`src/rtl/btn_cond_pkg.sv`:
```
// Shared definitions for the pushbutton conditioner: repeat-FSM state encoding
// and the default / reduced-simulation cycle constants.
package btn_cond_pkg;

   typedef enum logic [1:0] {
      IDLE   = 2'd0,
      HOLD   = 2'd1,
      REPEAT = 2'd2
   } rep_state_t;

   localparam int DEF_DB_CYCLES   = 500_000;
   localparam int DEF_HOLD_CYCLES = 25_000_000;
   localparam int DEF_REP_CYCLES  = 5_000_000;
   localparam int DEF_CNT_W       = 32;

   // Short values so a simulation sees debounce and repeat behaviour in a few hundred clocks
   localparam int SIM_DB_CYCLES   = 4;
   localparam int SIM_HOLD_CYCLES = 20;
   localparam int SIM_REP_CYCLES  = 8;

endpackage

```
`src/rtl/btn_channel.sv`:
```
// One button channel: 2-FF synchronizer, debounce counter and (with
// BTN_AUTOREPEAT_EN defined) the hold/repeat FSM that adds extra press pulses.
module btn_channel
   import btn_cond_pkg::*;
#(
   parameter int DB_CYCLES   = DEF_DB_CYCLES,
   parameter int HOLD_CYCLES = DEF_HOLD_CYCLES,
   parameter int REP_CYCLES  = DEF_REP_CYCLES,
   parameter int CNT_W       = DEF_CNT_W
) (
   input  logic clk,
   input  logic rst,
   input  logic pb_n,
   output logic pressed,
   output logic press_pulse,
   output logic release_pulse
);

   localparam logic [CNT_W-1:0] DB_LAST = CNT_W'(DB_CYCLES - 1);

   logic             sync_meta;
   logic             sync_q;
   logic [CNT_W-1:0] db_cnt;
   logic             db_state;
   logic             db_flip;
   logic             accept_press;
   logic             accept_release;
   logic             repeat_fire;

   always_ff @(posedge clk or posedge rst) begin
      if (rst) begin
         sync_meta <= 1'b0;
         sync_q    <= 1'b0;
      end else begin
         sync_meta <= ~pb_n;
         sync_q    <= sync_meta;
      end
   end

   // Any sample that agrees with the accepted level restarts the stability count
   always_ff @(posedge clk or posedge rst) begin
      if (rst) begin
         db_cnt   <= '0;
         db_state <= 1'b0;
      end else if (sync_q == db_state) begin
         db_cnt <= '0;
      end else if (db_cnt == DB_LAST) begin
         db_cnt   <= '0;
         db_state <= sync_q;
      end else begin
         db_cnt <= db_cnt + CNT_W'(1);
      end
   end

   assign db_flip        = (sync_q != db_state) && (db_cnt == DB_LAST);
   assign accept_press   = db_flip &  sync_q;
   assign accept_release = db_flip & ~sync_q;

`ifdef BTN_AUTOREPEAT_EN
   localparam logic [CNT_W-1:0] HOLD_LAST = CNT_W'(HOLD_CYCLES - 1);
   localparam logic [CNT_W-1:0] REP_LAST  = CNT_W'(REP_CYCLES - 1);

   rep_state_t       state;
   rep_state_t       state_nxt;
   logic [CNT_W-1:0] hold_cnt;
   logic [CNT_W-1:0] hold_cnt_nxt;

   always_ff @(posedge clk or posedge rst) begin
      if (rst) begin
         state    <= IDLE;
         hold_cnt <= '0;
      end else begin
         state    <= state_nxt;
         hold_cnt <= hold_cnt_nxt;
      end
   end

   // Release is tested before the terminal counts so it wins a same-cycle repeat
   always_comb begin
      state_nxt    = state;
      hold_cnt_nxt = hold_cnt;
      repeat_fire  = 1'b0;
      case (state)
         IDLE: begin
            hold_cnt_nxt = '0;
            if (accept_press) state_nxt = HOLD;
         end
         HOLD: begin
            if (accept_release) begin
               state_nxt    = IDLE;
               hold_cnt_nxt = '0;
            end else if (hold_cnt == HOLD_LAST) begin
               state_nxt    = REPEAT;
               hold_cnt_nxt = '0;
               repeat_fire  = 1'b1;
            end else begin
               hold_cnt_nxt = hold_cnt + CNT_W'(1);
            end
         end
         REPEAT: begin
            if (accept_release) begin
               state_nxt    = IDLE;
               hold_cnt_nxt = '0;
            end else if (hold_cnt == REP_LAST) begin
               hold_cnt_nxt = '0;
               repeat_fire  = 1'b1;
            end else begin
               hold_cnt_nxt = hold_cnt + CNT_W'(1);
            end
         end
         default: begin
            state_nxt    = IDLE;
            hold_cnt_nxt = '0;
         end
      endcase
   end
`else
   logic unused_repeat_cfg;
   assign unused_repeat_cfg = ^{32'(HOLD_CYCLES), 32'(REP_CYCLES)};
   assign repeat_fire       = 1'b0;
`endif

   always_ff @(posedge clk or posedge rst) begin
      if (rst) begin
         press_pulse   <= 1'b0;
         release_pulse <= 1'b0;
      end else begin
         press_pulse   <= accept_press | repeat_fire;
         release_pulse <= accept_release;
      end
   end

   assign pressed = db_state;

endmodule

```
`src/rtl/button_conditioner.sv`:
```
// N independent active-low pushbuttons turned into clean levels and press/release
// pulses; auto-repeat is built only when BTN_AUTOREPEAT_EN is defined.
module button_conditioner
   import btn_cond_pkg::*;
#(
   parameter int N_BTN       = 2,
   parameter int DB_CYCLES   = DEF_DB_CYCLES,
   parameter int HOLD_CYCLES = DEF_HOLD_CYCLES,
   parameter int REP_CYCLES  = DEF_REP_CYCLES,
   parameter int CNT_W       = DEF_CNT_W
) (
   input  logic             clk,
   input  logic             rst,
   input  logic [N_BTN-1:0] pb_n,
   output logic [N_BTN-1:0] pressed,
   output logic [N_BTN-1:0] press_pulse,
   output logic [N_BTN-1:0] release_pulse
);

   for (genvar g = 0; g < N_BTN; g++) begin : g_chan
      btn_channel #(
         .DB_CYCLES   (DB_CYCLES),
         .HOLD_CYCLES (HOLD_CYCLES),
         .REP_CYCLES  (REP_CYCLES),
         .CNT_W       (CNT_W)
      ) u_chan (
         .clk           (clk),
         .rst           (rst),
         .pb_n          (pb_n[g]),
         .pressed       (pressed[g]),
         .press_pulse   (press_pulse[g]),
         .release_pulse (release_pulse[g])
      );
   end

endmodule
```
`config.mk`:
```
export PLATFORM = sky130hd
export DESIGN_NAME = button_conditioner
export DESIGN_NICKNAME = d
export VERILOG_FILES = /design/src/rtl/btn_cond_pkg.sv /design/src/rtl/btn_channel.sv /design/src/rtl/button_conditioner.sv
export SDC_FILE = /design/constraint.sdc
export NUM_CORES = 1
export LEC_CHECK = 0
export CAP_MARGIN = 20
export CORE_MARGIN = 3
export CORE_UTILIZATION = 45
export DETAILED_ROUTE_END_ITERATION = 8
export GPL_ROUTABILITY_DRIVEN = 0
export GPL_TIMING_DRIVEN = 0
export PLACE_DENSITY = 0.65
export SLEW_MARGIN = 20
export SYNTH_ARGS = -nofsm -noshare
export SYNTH_HDL_FRONTEND = slang
export SYNTH_SLANG_ARGS = --single-unit
```
`constraint.sdc`:
```
create_clock -name clk -period 2.4 [get_ports clk]
set_input_delay 0.48 -clock clk [delete_from_list [all_inputs] [get_ports clk]]
set_output_delay 0.48 -clock clk [all_outputs]
set_load 0.01 [all_outputs]
```
# Yosys cells after proc, flatten, opt, wreduce, memory -nomap -nowiden
# Cells that the tools add are included.
[op_classes]
n_reduce_logical = 4
bitwise_logic = 10
add_sub_neg = 2
n_eq_ne = 6
mux = 4
[ops]
columns = ["operator", "n"]
rows = [
  ["$mux 32", 4],
  ["$add 32x1->32 const B", 2],
  ["$eq 32x19->1 const B", 2],
  ["$not 1->1", 6],
  ["$and 1x1->1", 4],
  ["$reduce_and 2->1", 2],
  ["$eq 1x1->1", 2],
  ["$logic_and 1x1->1", 2],
  ["$ne 1x1->1", 2],
]
[word_totals]
word_cells = 38
in_bits = 4
regBits = 74
output_inout_bits = 6

# Longest topological paths before layout
# Gate-level depths: netlist of run 1.
[logic_depth]
depth_word = 3
mapped_depth = 6

# Modules after synthesis
# Synthesis of run 1 repeated with hierarchy kept, for this count alone.
[hier_totals]
hier_cells = 388
area_unflattened_um2 = 3891.2
[modules_own_cells]
columns = ["mod", "cells_each", "area_each_um2", "instances", "seq_area_each_um2"]
rows = [
  ["btn_channel", 194, 1945.6, 2, 925.9],
]

# Least setup slack after synthesis of run 1
# No wires, ideal clock.
[synth_path]
path_type = "reg2reg"
from = "register g_chan[1].u_chan.db_cnt[0]"
to = "register g_chan[1].u_chan.db_cnt[18]"
path_slack_ps = 389
t_arrival_ps = 1933
path_stages_with_launch = 7
n_path_buf = 1
path_cell_list = "dfrtp_1 -> ha_1 -> nand4_1 -> or4_4 -> buf_2 -> or3_1 -> a21oi_1"
[synth_between]
elab_chain_len = 3
[synth_rtl]
columns = ["item", "line_no", "rtl"]
rows = [
  ["start, declared", "btn_channel.sv:23", "logic [CNT_W-1:0] db_cnt;"],
  ["start signal, assigned", "btn_channel.sv:51", "db_cnt <= db_cnt + CNT_W'(1);"],
  ["$add 32x1->32 or $eq 32x19->1 (tied branches)", "btn_channel.sv:51, btn_channel.sv:47", ""],
  ["$mux 32 *", "btn_channel.sv:47", "end else if (db_cnt == DB_LAST) begin"],
  ["$mux 32 *", "btn_channel.sv:45", "end else if (sync_q == db_state) begin"],
]
# Mark *: on every way between the ends. The rest lies on a longest branch, timed or not.
# A chain may end at the register's enable or synchronous reset.

# Worst setup path in the final report of run 1
[layout_path]
from = "register g_chan[1].u_chan.db_cnt[0]"
to = "register g_chan[1].u_chan.db_cnt[30]"
# Same word-level chain as after synthesis.

==> metrics, run 1 <==
largest cells by area after synthesis dfrtp_1 49%, a21oi_1 4.6%, o31ai_1 4.4%; Initial Utilization 0.4770; post-CTS sizing 0; Post CTS Setup Buffer Count 0; dpl cell area a little over 0.004 mm²; ANT nets after route 0; status finished, final reports clean; Layout Skew approximately 0.0087 ns; Critical Path Start Type register; post-synthesis average cell area a little under 10 µm²; I/O Pins 10; die height 97.67 µm; most frequent cells in the layout 74 x dfrtp_1, 35 x a21oi_1, 28 x nor2_1; Inserted Clock Buffers 9; Hold Vio Cnt, Final 0; Clock Sinks between 70 and 80; Layout area overhead 13.04%; max-slew violations 0; f_max 0.4443 GHz; first-pass GRT wire length about 14,000 µm; Post-synth EDFFs 0; # setup viols final 0; design area about 0.0043 mm²; CP endpoint kind register; Synth area leader dfrtp_1; FFs w/ async S/R, synth 1.000; worst vdd ir between 0.3 and 0.4 mV; FP Rows 32; Top FF cell, synth dfrtp_1; worst-path fanout max 6; flops & latches, synth 74; initial antenna violation count 0; RSZ-0062 raised after global routing no; CTS tree done; cell count after synthesis approximately 390; WL per Instance around 16 µm; number of vias per cell 5.962; Die W ~98 µm; n_diodes 0; cell area after synthesis roughly 0.0038 mm²; worst skew pair latency roughly 0.34 ns; DR DRC count 0; via count ~3,100; PD cells between 500 and 600 mW/mm²; Netlist cell types 30; setup tns final 0 ns; Synth top area share 0.4897; Critical Path AT around 2.5 ns; max_slew headroom 0.6479; Post-CTS Hold Buffers 0; layout cells sized above 1 0.07619; core area around 0.0079 mm²; drt total wl around 8100 µm; Worst Max-Slew Pin Slew about 0.53 ns; Final Cycle Share 0.9377; Synth Warn # 0; Final Total Pwr around 2.5 mW; commonest non-fill, non-tap cell in the layout dfrtp_1; CTS Buffer Depth 2; full die area 0.009538 mm²; pin count of the biggest net entering global routing between 50 and 60; CP Class reg2reg; syn nets 399; htree depth 3; hold crit path type reg2reg; Leakage ~1.6 nW; Pre-antenna DRT Iters 5; port bufs 9; vias in the first global route 3,044; Layout Nets 421; Total GRT Usage 0.1775; overflow left after global routing 0; Worst Path Required 2.65 ns; clock-pin slew on the worst setup and hold paths 0.07 ns; Seq/Total Area, Yosys 0.4897; 1st-iter DRT viols roughly 140; post-layout min period approximately 2.3 ns; hpwl dp about 5600 µm; maxcap violations 0; clock root buffer clkbuf_8
## power breakdown
| part | leakage, nW | internal, mW | switching, mW |
|---|---|---|---|
| sequential | 1.02 | 1.26 | 0.0115 |
| combinational | 0.477 | 0.0216 | 0.0516 |
| clock | 0.120 | 0.676 | 0.453 |
## layout make-up
class	instances	area, µm²
fillers	721	3654
flip-flops and latches	74	1852
multi-input cells	290	1789
clock buffers	13	168.9
well taps	102	127.6
repair buffers	11	125.1
plain buffers	22	113.9
clock inverters	3	68.82
inverters	7	28.78
## critical path, cell delays in order (launching register included)
cell and delay, ns:
dfrtp_1 0.39, ha_1 0.24, nand4_1 0.24, or4_4 0.64
or4_1 0.48, a21oi_1 0.18
## layer usage
| metal | vias to the layer above | share of wire | GRT usage |
|---|---|---|---|
| li1 | 1522 | - | - |
| met1 | 1531 | 0.44 | 0.2102 |
| met2 | 48 | 0.51 | 0.3115 |
| met3 | 11 | 0.034 | 0.04738 |
| met4 | 0 | 0.015 | 0.05857 |
| met5 | - | 0 | 0 |
## per-stage QoR
step | hold slack [ns] | setup WS [ns] | utilization | std cells
after floorplan | 0.3312 | 0.03838 | - | 393
after global placement | 0.3362 | -1.256 | 0.5044 | 504
after detailed placement | 0.3389 | 0.1153 | 0.5082 | 505
after CTS | 0.3553 | 0.09639 | 0.5382 | 521
after global routing | 0.3586 | 0.01875 | 0.5391 | 522
final | 0.3551 | 0.1494 | 0.5391 | 522
## logic make-up after synthesis
kind of cell               after synthesis  synth area share
AOI/OAI and AO/OA                       74            0.1148
DFF                                     74            0.4897
xor gates and xnor gates                26           0.06022
buffers and inverters                   29           0.03706
muxes                                    2          0.005956
adders and majority gates                2          0.006617
and+or+nand+nor                        186            0.2856
## synth_stat cells, types with 2 or more instances
| master | n |
|---|---|
| nor4b_1 | 3 |
| nand4_1 | 24 |
| and3_1 | 8 |
| and4_1 | 12 |
| dfrtp_1 | 74 |
| nand2_1 | 26 |
| a21oi_1 | 35 |
| xor2_1 | 10 |
| ha_1 | 2 |
| or4_4 | 2 |
| nor3_1 | 4 |
| inv_1 | 7 |
| o21ai_0 | 15 |
| nor4_1 | 12 |
| or3_1 | 16 |
| or4_1 | 21 |
| buf_4 | 6 |
| mux2_2 | 2 |
| and2_1 | 4 |
| xnor2_1 | 16 |
| nand3_1 | 21 |
| clkbuf_1 | 14 |
| nor2_1 | 28 |
| nor3b_1 | 4 |
| o31ai_1 | 22 |
## registers in the layout, indices dropped and copies added, names as in the netlist
signal,cells
g_chan.u_chan.sync_meta,2
g_chan.u_chan.sync_q,2
g_chan.u_chan.release_pulse,2
g_chan.u_chan.press_pulse,2
g_chan.u_chan.pressed,2
g_chan.u_chan.db_cnt,64
## final timing paths
kind / cells after the start / to / from / slack, ns
setup / recovery: 5 / g_chan[1].u_chan.db_cnt[30]$_DFF_PP0_ / g_chan[1].u_chan.db_cnt[0]$_DFF_PP0_ / 0.15
hold / removal: 0 / g_chan[0].u_chan.sync_q$_DFF_PP0_ / g_chan[0].u_chan.sync_meta$_DFF_PP0_ / 0.36
setup reg to reg: 5 / g_chan[1].u_chan.db_cnt[30]$_DFF_PP0_ / g_chan[1].u_chan.db_cnt[0]$_DFF_PP0_ / 0.15
hold reg to reg: 0 / g_chan[0].u_chan.sync_q$_DFF_PP0_ / g_chan[0].u_chan.sync_meta$_DFF_PP0_ / 0.36
max in group asynchronous: 3 / g_chan[1].u_chan.db_cnt[6]$_DFF_PP0_ / rst / 1.39
min in group asynchronous: 2 / g_chan[1].u_chan.pressed$_DFFE_PP0P_ / rst / 0.44
No activity file was read; power rests on OpenSTA's default activity.
==> run 2: changes to the inputs <==
PLACE_DENSITY = 0.66   (was 0.65)
==> run 2 against run 1 <==
Effect of this change: setup slack gained 0.037 ns; clock-buffer cell count shrank 2; non-clock buffer count grew 3; combinational power grew 0.7%; total power shrank 7.2%; sequential power is essentially flat; core utilization shrank 0.25 points; clock skew grew 0.0037 ns; critical path type unchanged; critical endpoint is now g_chan[1].u_chan.db_cnt[20]$_DFF_PP0_; largest cell class unchanged; highest routed layer unchanged.
==> metrics, run 2 (same netlist as run 1, synthesis figures left out) <==
status finished, final reports clean; full die area 0.009538 mm²; PD cells roughly 540 mW/mm²; switching portion of total power 0.2217; layout cells sized above 1 0.08274; dpl cell area 0.004029 mm²; initial antenna violation count 0; worst vdd ir ~0.32 mV; clock root buffer clkbuf_8; Layout area overhead 12.51%; vias in the first global route just under 3,000; Critical Path AT approximately 2.5 ns; Die W 97.67 µm; overflow left after global routing 0; number of vias per cell between 5 and 6; post-layout min period around 2.2 ns; # setup viols final 0; Initial Utilization 0.4770; CTS Buffer Depth 2; DR DRC count 0; drt total wl just over 8000 µm; Critical Path Start Type register; sequential share of power 0.554; Worst Hold Depth 0; FF-to-FF path depth 6; Layout Skew between 0.01 and 0.015 ns; port bufs 9; max FFs per register 64; htree depth 3; die height slightly below 100 µm; CP Class reg2reg; worst-path fanout max 10; Total GRT Usage 0.1751; delay-heaviest family, CP simple AND/OR/NAND/NOR gates; ANT nets after route 0; Clock power frac 0.414; post-CTS sizing 0; non-filler cells, final ~530; worst skew pair latency 0.35 ns; Hold Vio Cnt, Final 0; FP Rows 32; WHS 0.3530 ns; hold crit path type reg2reg; max-slew violations 0; pin count of the biggest net entering global routing between 50 and 60; Max stage delay cell, worst path or4_4; clock-pin slew on the worst setup and hold paths about 0.070 ns; hpwl dp between 5000 and 6000 µm; Worst Max-Slew Pin Slew 0.5117 ns; Placed Instances ~510; maxcap violations 0; final worst-path setup slack about 0.19 ns; via count slightly above 3,000; setup tns final 0 ns; most frequent cells in the layout 74 x dfrtp_1, 35 x a21oi_1, 28 x nor2_1; RSZ-0062 raised after global routing no; Pre-antenna DRT Iters 4; commonest non-fill, non-tap cell in the layout dfrtp_1; n_diodes 0; core area approximately 0.008 mm²; Clock Sinks between 70 and 80; design area about 0.0043 mm²; Worst Path Buf+Inv 1; WL per Instance roughly 15 µm; Biggest register g_chan.u_chan.db_cnt; Leakage ~1.6 nW; f_max 0.4517 GHz; Power Internal between 1.5 and 2 mW; stages on the worst setup path 6; 1st-iter DRT viols 134; Inserted Clock Buffers 9; I/O Pins 10; fillers 722; crit-path cells ha_1 -> nand4_1 -> or4_4 -> buf_2 -> or3_1 -> a21oi_1; Post-Place Worst Slack a little over 0.08 ns; Final Cycle Share 0.9224; CP endpoint kind register; first-pass GRT wire length 13,880 µm; Worst Path Required between 2 and 3 ns; Layout Nets around 420; max_slew headroom 0.6589; CTS tree done; Psw 0.5083 mW; Comb power frac 0.032; CP max stage delay 0.63 ns
## run 2: cell count changes in the layout (fill, tap and decap cells not counted)
cell,change
buf_4,+3
bufinv_16,-1
clkbuf_8,-2
clkinv_2,+3
clkinv_4,+1
inv_6,-1
## run 2: what timing repair did
action                                 4_1_cts  5_1_grt
endpoints found under the hold margin        0        0
hold buffers                                 0        0
setup endpoints to repair                    0        7
buffers inserted                             0        4
## run 2: worst reg2reg max path, stage by stage (launching register included)
cell and delay, ns:
dfrtp_1 0.39, ha_1 0.25, nand4_1 0.19, or4_4 0.63, buf_2 0.21, or3_1 0.31
a21oi_1 0.16
## run 2: stage by stage
| stage | util | total power [mW] |
|---|---|---|
| 2_1_floorplan | - | 1.338 |
| 3_3_place_gp | 0.5044 | 1.363 |
| 3_5_place_dp | 0.5082 | 1.371 |
| 4_1_cts | 0.5328 | 2.333 |
| 5_1_grt | 0.5366 | 2.405 |
| 6_report | 0.5366 | 2.293 |
## run 2: routing by layer
layer	vias up	track usage	share of wire
met5	-	0	0
met4	0	0.06390	0.019
met3	14	0.04379	0.035
met2	50	0.2963	0.49
met1	1511	0.2161	0.45
li1	1541	-	-
## run 2: path summary, 6_finish.rpt
path | startpoint | endpoint | slack, ns
max | g_chan[1].u_chan.db_cnt[0]$_DFF_PP0_ | g_chan[1].u_chan.db_cnt[20]$_DFF_PP0_ | 0.19
min | g_chan[0].u_chan.sync_meta$_DFF_PP0_ | g_chan[0].u_chan.sync_q$_DFF_PP0_ | 0.35
max reg2reg | g_chan[1].u_chan.db_cnt[0]$_DFF_PP0_ | g_chan[1].u_chan.db_cnt[20]$_DFF_PP0_ | 0.19
min reg2reg | g_chan[0].u_chan.sync_meta$_DFF_PP0_ | g_chan[0].u_chan.sync_q$_DFF_PP0_ | 0.35
max in group asynchronous | rst | g_chan[0].u_chan.db_cnt[18]$_DFF_PP0_ | 1.40
min in group asynchronous | rst | g_chan[1].u_chan.sync_meta$_DFF_PP0_ | 0.45
## run 2: power groups by stage
stage,Combinational [mW],Clock (mW),Sequential [mW]
6_report,0.0737,0.949,1.27
5_1_grt,0.0837,1.05,1.27
4_1_cts,0.0764,0.987,1.27
3_5_place_dp,0.0762,0,1.29
3_3_place_gp,0.0689,0,1.29
2_1_floorplan,0.0471,0,1.29
## run 2: final cells by class
class / count / area, µm² / share of cell area
Inverter: 7 / 28.78 / 0.006765
Timing Repair Buffer: 14 / 147.6 / 0.03471
Buffer: 22 / 113.9 / 0.02676
Clock inverter: 5 / 53.80 / 0.01265
Tap cell: 102 / 127.6 / 0.03000
Sequential cell: 74 / 1852 / 0.4353
Multi-Input combinational cell: 290 / 1789 / 0.4206
Clock buffer: 11 / 141.4 / 0.03324
